$ cat src/rtl/pipe_stage_reg_if.sv
// Bundle of control, upstream and stage-output signals for one pipeline register.
interface pipe_stage_reg_if #(
  parameter int unsigned DATA_W = 32,
  parameter int unsigned EXC_W  = 5
);
  localparam int unsigned PC_W = 32;

  logic              req;
  logic              flush;
  logic              stall;
  logic              in_valid;
  logic [PC_W-1:0]   in_pc;
  logic              in_delay;
  logic [EXC_W-1:0]  in_exc;
  logic [EXC_W-1:0]  local_exc;
  logic [DATA_W-1:0] in_data;

  logic              out_valid;
  logic [PC_W-1:0]   out_pc;
  logic              out_delay;
  logic [EXC_W-1:0]  out_exc;
  logic [DATA_W-1:0] out_data;

  // Upstream/control side: drives inputs, observes stage contents.
  modport master (
    output req, flush, stall, in_valid, in_pc, in_delay, in_exc, local_exc, in_data,
    input  out_valid, out_pc, out_delay, out_exc, out_data
  );

  // Register side: samples inputs, presents stage contents.
  modport slave (
    input  req, flush, stall, in_valid, in_pc, in_delay, in_exc, local_exc, in_data,
    output out_valid, out_pc, out_delay, out_exc, out_data
  );
endinterface

$ cat src/rtl/pipe_stage_reg.sv
// Inter-stage pipeline register: payload, PC, delay-slot flag, valid and
// exception code, with hold (stall), bubble (flush) and handler redirect (req).
module pipe_stage_reg #(
  parameter int unsigned DATA_W   = 32,
  parameter int unsigned EXC_W    = 5,
  parameter logic [31:0] PC_RESET = 32'h0000_0000,
  parameter logic [31:0] EXC_PC   = 32'h0000_4180
) (
  input logic             clk,
  input logic             reset,
  pipe_stage_reg_if.slave bus
);

  localparam int unsigned PC_W = 32;

  logic              valid_q, valid_d;
  logic [PC_W-1:0]   pc_q,    pc_d;
  logic              delay_q, delay_d;
  logic [EXC_W-1:0]  exc_q,   exc_d;
  logic [DATA_W-1:0] data_q,  data_d;

  // Earliest-stage exception wins; a non-instruction slot carries no exception.
  logic [EXC_W-1:0]  merged_exc_c;
  assign merged_exc_c = !bus.in_valid              ? EXC_W'(0)  :
                        (bus.in_exc != EXC_W'(0))  ? bus.in_exc :
                                                     bus.local_exc;

  // Next stage contents, priority req > flush > stall > load.
  always_comb begin
    valid_d = valid_q;
    pc_d    = pc_q;
    delay_d = delay_q;
    exc_d   = exc_q;
    data_d  = data_q;
    if (bus.req) begin
      valid_d = 1'b0;
      pc_d    = EXC_PC;
      delay_d = 1'b0;
      exc_d   = EXC_W'(0);
      data_d  = DATA_W'(0);
    end else if (bus.flush) begin
      // Bubble keeps PC and delay flag so CP0 can still form EPC/BD.
      valid_d = 1'b0;
      pc_d    = bus.in_pc;
      delay_d = bus.in_delay;
      exc_d   = EXC_W'(0);
      data_d  = DATA_W'(0);
    end else if (!bus.stall) begin
      valid_d = bus.in_valid;
      pc_d    = bus.in_pc;
      delay_d = bus.in_delay;
      exc_d   = merged_exc_c;
      data_d  = bus.in_data;
    end
  end

  // Stage registers, cleared asynchronously.
  always_ff @(posedge clk or posedge reset) begin
    if (reset) begin
      valid_q <= 1'b0;
      pc_q    <= PC_RESET;
      delay_q <= 1'b0;
      exc_q   <= EXC_W'(0);
      data_q  <= DATA_W'(0);
    end else begin
      valid_q <= valid_d;
      pc_q    <= pc_d;
      delay_q <= delay_d;
      exc_q   <= exc_d;
      data_q  <= data_d;
    end
  end

  assign bus.out_valid = valid_q;
  assign bus.out_pc    = pc_q;
  assign bus.out_delay = delay_q;
  assign bus.out_exc   = exc_q;
  assign bus.out_data  = data_q;

endmodule

$ cat src/flat_wrapper.sv
// flat-port wrapper written by rule: the top's interface ports become plain ports
module pipe_stage_reg_flat 
#(
  parameter int unsigned DATA_W   = 32,
  parameter int unsigned EXC_W    = 5,
  parameter logic [31:0] PC_RESET = 32'h0000_0000,
  parameter logic [31:0] EXC_PC   = 32'h0000_4180
)
  (clk, reset, bus_req, bus_flush, bus_stall, bus_in_valid, bus_in_pc, bus_in_delay, bus_in_exc, bus_local_exc, bus_in_data, bus_out_valid, bus_out_pc, bus_out_delay, bus_out_exc, bus_out_data);
  pipe_stage_reg_if #(.DATA_W(DATA_W), .EXC_W(EXC_W)) bus_i ();
  input logic clk;
  input logic reset;
  input wire logic [$bits(bus_i.req)-1:0] bus_req;
  input wire logic [$bits(bus_i.flush)-1:0] bus_flush;
  input wire logic [$bits(bus_i.stall)-1:0] bus_stall;
  input wire logic [$bits(bus_i.in_valid)-1:0] bus_in_valid;
  input wire logic [$bits(bus_i.in_pc)-1:0] bus_in_pc;
  input wire logic [$bits(bus_i.in_delay)-1:0] bus_in_delay;
  input wire logic [$bits(bus_i.in_exc)-1:0] bus_in_exc;
  input wire logic [$bits(bus_i.local_exc)-1:0] bus_local_exc;
  input wire logic [$bits(bus_i.in_data)-1:0] bus_in_data;
  output wire logic [$bits(bus_i.out_valid)-1:0] bus_out_valid;
  output wire logic [$bits(bus_i.out_pc)-1:0] bus_out_pc;
  output wire logic [$bits(bus_i.out_delay)-1:0] bus_out_delay;
  output wire logic [$bits(bus_i.out_exc)-1:0] bus_out_exc;
  output wire logic [$bits(bus_i.out_data)-1:0] bus_out_data;
  assign bus_i.req = bus_req;
  assign bus_i.flush = bus_flush;
  assign bus_i.stall = bus_stall;
  assign bus_i.in_valid = bus_in_valid;
  assign bus_i.in_pc = bus_in_pc;
  assign bus_i.in_delay = bus_in_delay;
  assign bus_i.in_exc = bus_in_exc;
  assign bus_i.local_exc = bus_local_exc;
  assign bus_i.in_data = bus_in_data;
  assign bus_out_valid = bus_i.out_valid;
  assign bus_out_pc = bus_i.out_pc;
  assign bus_out_delay = bus_i.out_delay;
  assign bus_out_exc = bus_i.out_exc;
  assign bus_out_data = bus_i.out_data;
  pipe_stage_reg #(.DATA_W(DATA_W), .EXC_W(EXC_W), .PC_RESET(PC_RESET), .EXC_PC(EXC_PC)) u_core (.clk(clk), .reset(reset), .bus(bus_i));
endmodule
$ cat config.mk
export PLATFORM = sky130hd
export DESIGN_NAME = pipe_stage_reg_flat
export DESIGN_NICKNAME = d
export VERILOG_FILES = /design/src/rtl/pipe_stage_reg_if.sv /design/src/rtl/pipe_stage_reg.sv /design/src/flat_wrapper.sv
export SDC_FILE = /design/constraint.sdc
export NUM_CORES = 1
export LEC_CHECK = 0
export CORE_MARGIN = 2
export CORE_UTILIZATION = 40
export DETAILED_ROUTE_END_ITERATION = 8
export PLACE_DENSITY = 0.8
export SYNTH_ARGS = -nofsm -noshare
export SYNTH_HDL_FRONTEND = slang
export SYNTH_SLANG_ARGS = --single-unit
$ cat constraint.sdc
create_clock -name clk -period 2.29 [get_ports clk]
set_input_delay 0.229 -clock clk [delete_from_list [all_inputs] [get_ports clk]]
set_output_delay 0.229 -clock clk [all_outputs]
set_load 0.005 [all_outputs]
==> impl_metrics.env <==
export IMPL_cts_sinks=71
export IMPL_synth_area_mux_share_pct=10.5
export IMPL_layout_drive_gt1_share_pct=6.12
export IMPL_synth_distinct_cells=22
export IMPL_gp_congestion=0.835
export IMPL_max_freq_ghz=0.594
export IMPL_synth_top_family_by_area="simple AND/OR/NAND/NOR gates"
export IMPL_status="complete, no violations"
export IMPL_setup_violations=0
export IMPL_p_leak_nw=2.10
export IMPL_final_common_cell="clkdlybuf4s50_1"
export IMPL_critPathCaptureType="register"
export IMPL_cell_internal_pwr_w=0.00219
export IMPL_antenna_found_initial=0
export IMPL_drt_vias_per_instance=4.71
export IMPL_yosys_register_bits=71
export IMPL_grtUsageMet2_pct=31.3
export IMPL_synth_seq_area_share_pct=58.3
export IMPL_clkLatencyLatePin_ps=320
export IMPL_synth_xor_area_share_pct=0
export IMPL_r2r_end="u_core.bus.out_exc[2]"
export IMPL_p_per_area_nw_per_um2=586
export IMPL_ir_drop_mv=0.250
export IMPL_path_max_fanout=34
export IMPL_min_to="u_core.bus.out_valid"
export IMPL_dp_hpwl_um=5510
export IMPL_slew_headroom_pct=24.7
export IMPL_final_nets=517
export IMPL_synth_fp_nets=370
export IMPL_r2r_start="u_core.bus.out_exc[2]"
export IMPL_gr_usage_all_layers_pct=19.0
export IMPL_port_buffers=151
export IMPL_holdCritStartpoint="bus_stall"
export IMPL_start_util_pct=41.6
export IMPL_grt_max_degree=72
export IMPL_core_um2=7330
export IMPL_netSwitchingFraction_pct=22.9
export IMPL_synth_area_um2=3050
export IMPL_rsz0062_at_grt="false"
export IMPL_final_hold_viol_count=0
export IMPL_synthCells=289
export IMPL_synth_avg_cell_area_um2=10.6
export IMPL_drt_iter0_markers=73
export IMPL_drc=0
export IMPL_post_cts_buffers=0
export IMPL_htreeDepth=3
export IMPL_final_util_pct=66.2
export IMPL_p_seq_share_pct=47.3
export IMPL_cp_data_required_time_ps=2440
export IMPL_diodes=0
export IMPL_routed_wl_um=7570
export IMPL_die_x_um=91.3
export IMPL_drtPass1Iterations=4
export IMPL_finClkSkew_ps=0
export IMPL_routed_via_count=2543
export IMPL_p_comb_share_pct=16.0
export IMPL_hold_buffers=0
export IMPL_clockBufferDepth=2
export IMPL_synth_adder_area_share_pct=0
export IMPL_hold_path_class="input port to register"
export IMPL_setup_ws_ps=606
export IMPL_tns_ps=0
export IMPL_tightestPinTransition_ps=1130
export IMPL_overflow=0
export IMPL_critPathLaunchType="input port"
export IMPL_placementRows=31
export IMPL_period_share_pct=73.6
export IMPL_numCtsBuffers=9
export IMPL_grtUsageMet3_pct=4.98
export IMPL_switchingPower_w=0.000653
export IMPL_clk_transition_reported_paths_ps=70
export IMPL_slew_viol_final=0
export IMPL_busiest_layer="met2"
export IMPL_synthSimpleGateAreaFrac_pct=19.2
export IMPL_detail_route_wl_per_cell_um=14.0
export IMPL_ios=152
export IMPL_finalCriticalPeriod_ps=1680
export IMPL_grt_pass1_vias=2690
export IMPL_dieArea_um2=8340
export IMPL_grt_util_met1_pct=24.2
export IMPL_syn_to_final_growth_pct=59.2
export IMPL_cts_root_buf="clkbuf_8"
export IMPL_tritoncts="yes"
export IMPL_path_class="input port to register"
export IMPL_die_h_um=91.3
export IMPL_drv_cap=0
export IMPL_cts_resized_gates=0
export IMPL_min_path_cells=3
export IMPL_dp_slack_ps=259
export IMPL_synth_compound_area_share_pct=7.76
export IMPL_worstPathArrival_ps=1840
export IMPL_grt_pass1_wl_um=12900
export IMPL_layout_common_cells="150 x clkdlybuf4s50_1, 71 x dfrtp_1, 43 x nand2_1"
export IMPL_clockPowerShare_pct=36.7
export IMPL_yosys_warnings=0
export IMPL_ant_nets=0
export IMPL_reg2reg_depth=3
export IMPL_n_fill_cell=563
export IMPL_r2r_slack_ps=1430
==> synthesized netlist by cell type (all sizes together) <==
cell	count	area (µm²)
o21ai	37	185
mux2i	32	320
a21oi	1	5.00
nor4b	1	8.76
or3	1	11.3
nor2	36	135
a32o	4	40.0
nor4	2	42.5
or2	1	6.26
nor3b	1	12.5
nand2	43	161
a31oi	1	6.26
nand2b	31	194
buf	14	88.8
clkbuf	6	22.5
nand3b	1	7.51
nand4	1	6.26
inv	5	18.8
dfrtp	71	1780
==> per-stage QoR <==
stage	power, W	cells	instance area (µm²)	hold slack (ps)
final	0.00285	540	4850	281
after CTS	0.00289	540	4850	261
after global placement	0.00182	524	4640	461
after detailed placement	0.00183	524	4640	469
after floorplan	0.00153	289	3050	369
after global routing	0.00298	540	4850	308
==> worst max-delay path: stages <==
cell,delay (ps)
clkdlybuf4s50_1,570
or2_1,890
nor2_1,140
==> cell families (layout without fill, tap and decap cells) <==
kind of cell,after synthesis,in the layout
simple gates,118,118
flops,71,71
compound gates,43,43
mux,32,32
buf+inv,25,177
==> layout make-up <==
class	instances	area (µm²)	area share [%]
multi-input combinational	193	1150	23.7
sequential	71	1780	36.6
inverter	5	18.8	0.387
tap	99	124	2.55
clock buffer	12	165	3.40
clock inverter	4	51.3	1.06
timing repair buffer	156	1570	32.3
==> routing by layer <==
metal  vias up  share of wire, %  routed length [µm]
met3         9               7.7                 581
li1       1242                 -                   -
met5         -                 0                   0
met1      1172                45                3390
met2       120                46                3490
met4         0               1.4                 106
==> worst max path at each step <==
stage	depth (start not counted)	from	end
floorplan	1	reset	u_core.bus.out_data[0]
global placement	3	bus_flush	u_core.bus.out_data[16]
CTS	3	bus_flush	u_core.bus.out_data[15]
global route	3	bus_flush	u_core.bus.out_data[19]
finish	3	bus_flush	u_core.bus.out_data[15]
detailed placement	3	bus_flush	u_core.bus.out_data[28]
==> flip-flops by register name (all words and copies together), names as in the netlist <==
name	cells
u_core.bus.out_valid	1
u_core.bus.out_exc	5
u_core.bus.out_delay	1
u_core.bus.out_pc	32
u_core.bus.out_data	32
==> power by group through the flow <==
stage	clock (W)	sequential [W]	combinational, W
floorplan	0	0.00137	0.000155
global placement	0	0.00137	0.000453
detailed placement	0	0.00137	0.000461
CTS	0.00108	0.00135	0.000463
global route	0.00113	0.00135	0.000498
finish	0.00104	0.00135	0.000456
(Power assumes the default switching activity.)
==> edit, RTL diff (config.mk and constraints unchanged) <==
`DATA_W` is set to 32 in 3 places; all go to 48.
--- a/src/rtl/pipe_stage_reg_if.sv
+++ b/src/rtl/pipe_stage_reg_if.sv
@@ -1,5 +1,5 @@
 // Bundle of control, upstream and stage-output signals for one pipeline register.
 interface pipe_stage_reg_if #(
-  parameter int unsigned DATA_W = 32,
+  parameter int unsigned DATA_W = 48,
   parameter int unsigned EXC_W  = 5
 );
--- a/src/rtl/pipe_stage_reg.sv
+++ b/src/rtl/pipe_stage_reg.sv
@@ -2,5 +2,5 @@
 // exception code, with hold (stall), bubble (flush) and handler redirect (req).
 module pipe_stage_reg #(
-  parameter int unsigned DATA_W   = 32,
+  parameter int unsigned DATA_W   = 48,
   parameter int unsigned EXC_W    = 5,
   parameter logic [31:0] PC_RESET = 32'h0000_0000,
--- a/src/flat_wrapper.sv
+++ b/src/flat_wrapper.sv
@@ -2,5 +2,5 @@
 module pipe_stage_reg_flat 
 #(
-  parameter int unsigned DATA_W   = 32,
+  parameter int unsigned DATA_W   = 48,
   parameter int unsigned EXC_W    = 5,
   parameter logic [31:0] PC_RESET = 32'h0000_0000,
Interface: changed (resized bus_in_data and bus_out_data); port bits go from 152 to 184. No check against the original RTL was run, so the function may have changed too.
==> edit against the original RTL <==
- worst setup slack gained 190 ps
- synthesized area grew 20%
- first-iteration DRC count grew 5.5%
- total power grew 16%
- count of clock-buffer cells in the layout is the same
- combinational power grew 20%
- global-route usage grew 0.61 points
- routed wire length grew 26%
- final area grew 20%
- core utilization grew 0.24 points
- sequential share of layout area grew 0.78 points
- sequential cell count grew 16
- critical endpoint is now u_core.bus.out_pc[0]
==> edit: results (changes against the original RTL) <==
{| class="wikitable"
! Metric !! Value
|-
| Outcome || finished clean (unchanged)
|-
| Net count after synthesis || 438 (was 370)
|-
| Mux contribution to synthesized area || 13.2% (was 10.5%)
|-
| Register clock-pin slew on the reported worst setup and hold paths || 90 ps (was 70 ps)
|-
| Start of the worst register-to-register path || u_core.bus.out_exc[4] (was u_core.bus.out_exc[2])
|-
| Total wire length after detailed routing || 9550 um (was 7570 um)
|-
| Tightest Hold Check Type || input pin to asynchronous set/reset pin (was input pin to register)
|-
| Combinational gate power || 545 uW (was 456 uW)
|-
| Sequential group share of total power || 49.7% (was 47.3%)
|-
| Leakage || 2.57 nW (was 2.10 nW)
|-
| Launching instance or port of the critical path || bus_req (was bus_flush)
|-
| Latest clock arrival within the worst-skew pair || 340 ps (was 320 ps)
|-
| Iteration-0 DRC Markers || 77 (was 73)
|-
| RD Place Congestion || 0.748 (was 0.835)
|-
| Max stage delay cell, worst path || sky130_fd_sc_hd__clkdlybuf4s50_1 (was sky130_fd_sc_hd__or2_1)
|-
| Share of the yosys chip area belonging to registers || 59.7% (was 58.3%)
|-
| Critical-path maximum fanout || 40 (was 34)
|-
| Timing-limited maximum frequency || 670 MHz (was 594 MHz)
|-
| Vias post-DR || 3045 (was 2543)
|-
| Cell area reported after detailed placement || 5610 um^2 (was 4640 um^2)
|-
| GRT Util Overall || 19.7% (was 19.0%)
|-
| Worst R2R End || u_core.bus.out_exc[4] (was u_core.bus.out_exc[2])
|-
| Switch Pwr || 758 uW (was 653 uW)
|-
| Delay contributed by the slowest stage of the critical path || 440 ps (was 890 ps)
|-
| Largest net degree at the start of global routing || 47 (was 72)
|-
| IO buf count || 183 (was 151)
|-
| Placed instance count || 616 (was 524)
|-
| Clock network fraction of design power || 33.7% (was 36.7%)
|-
| List of most frequent post-synthesis cells || 87 x sky130_fd_sc_hd__dfrtp_1, 52 x sky130_fd_sc_hd__nor2_1, 48 x sky130_fd_sc_hd__mux2i_1 (was 71 x sky130_fd_sc_hd__dfrtp_1, 43 x sky130_fd_sc_hd__nand2_1, 36 x sky130_fd_sc_hd__nor2_1)
|-
| Worst rel slew slack || 57.0% (was 24.7%)
|-
| Layout cell share with drive strength beyond 1 || 5.73% (was 6.12%)
|-
| Worst slack at placement || 422 ps (was 259 ps)
|-
| Reg-to-reg setup timing slack || 1410 ps (was 1430 ps)
|-
| Crit path to || u_core.bus.out_pc[0] (was u_core.bus.out_data[15])
|-
| Largest cells by area after synthesis || sky130_fd_sc_hd__dfrtp_1 60%, sky130_fd_sc_hd__mux2i_1 13%, sky130_fd_sc_hd__nor2_1 5.4%, sky130_fd_sc_hd__nand2b_1 5.3%, sky130_fd_sc_hd__o21ai_0 4.9% (was sky130_fd_sc_hd__dfrtp_1 58%, sky130_fd_sc_hd__mux2i_1 11%, sky130_fd_sc_hd__nand2b_1 6.4%, sky130_fd_sc_hd__nand2_1 5.3%, sky130_fd_sc_hd__o21ai_0 4.6%)
|-
| Vias/cell || 4.82 (was 4.71)
|-
| Synthesized instance count || 341 (was 289)
|}
edit: cell types whose count changed after synthesis, moves of 4 or more:
cell	change
sky130_fd_sc_hd__buf_1	+4
sky130_fd_sc_hd__buf_2	+5
sky130_fd_sc_hd__buf_4	-5
sky130_fd_sc_hd__dfrtp_1	+16
sky130_fd_sc_hd__mux2i_1	+16
sky130_fd_sc_hd__nor2_1	+16
sky130_fd_sc_hd__o21ai_0	+8
sky130_fd_sc_hd__o21ai_1	-8
edit: worst min path at each step:
stage	slack (ps)	from	endpoint
2_1_floorplan	370	bus_in_pc[16]	u_core.bus.out_pc[16]
3_3_place_gp	470	u_core.bus.out_pc[23]	u_core.bus.out_pc[23]
3_5_place_dp	470	u_core.bus.out_pc[15]	u_core.bus.out_pc[15]
4_1_cts	310	bus_stall	u_core.bus.out_valid
5_1_grt	340	bus_stall	u_core.bus.out_valid
6_report	320	reset	u_core.bus.out_data[25]
edit: logic make-up (layout without fill, tap and decap cells):
group | after synthesis | count (layout)
AO/OA/AOI/OAI | 43 | 43
AND/OR/NAND/NOR | 135 | 135
multiplexers | 48 | 48
buffers and inverters | 28 | 211
flip-flops | 87 | 87
edit: metal layers:
metal	track usage [%]	vias up	routed length (um)
li1	-	1475	-
met1	25.9	1437	4160
met2	32.6	126	4600
met3	4.57	7	692
met4	5.80	0	101
met5	0	-	0
edit: cell type report:
cell class                      instances  area, um^2
Tap cell                              108         135
Multi-Input combinational cell        226        1350
Clock inverter                          4        52.6
Timing Repair Buffer                  190        1920
Sequential cell                        87        2180
Inverter                                5        22.5
Clock buffer                           12         165
Fill cell                             703        2940
edit: worst register-to-register path: stages (launching register included):
cell	delay, ps
sky130_fd_sc_hd__dfrtp_1	400
sky130_fd_sc_hd__nand2_1	80
sky130_fd_sc_hd__o21ai_0	80
sky130_fd_sc_hd__a32o_1	210
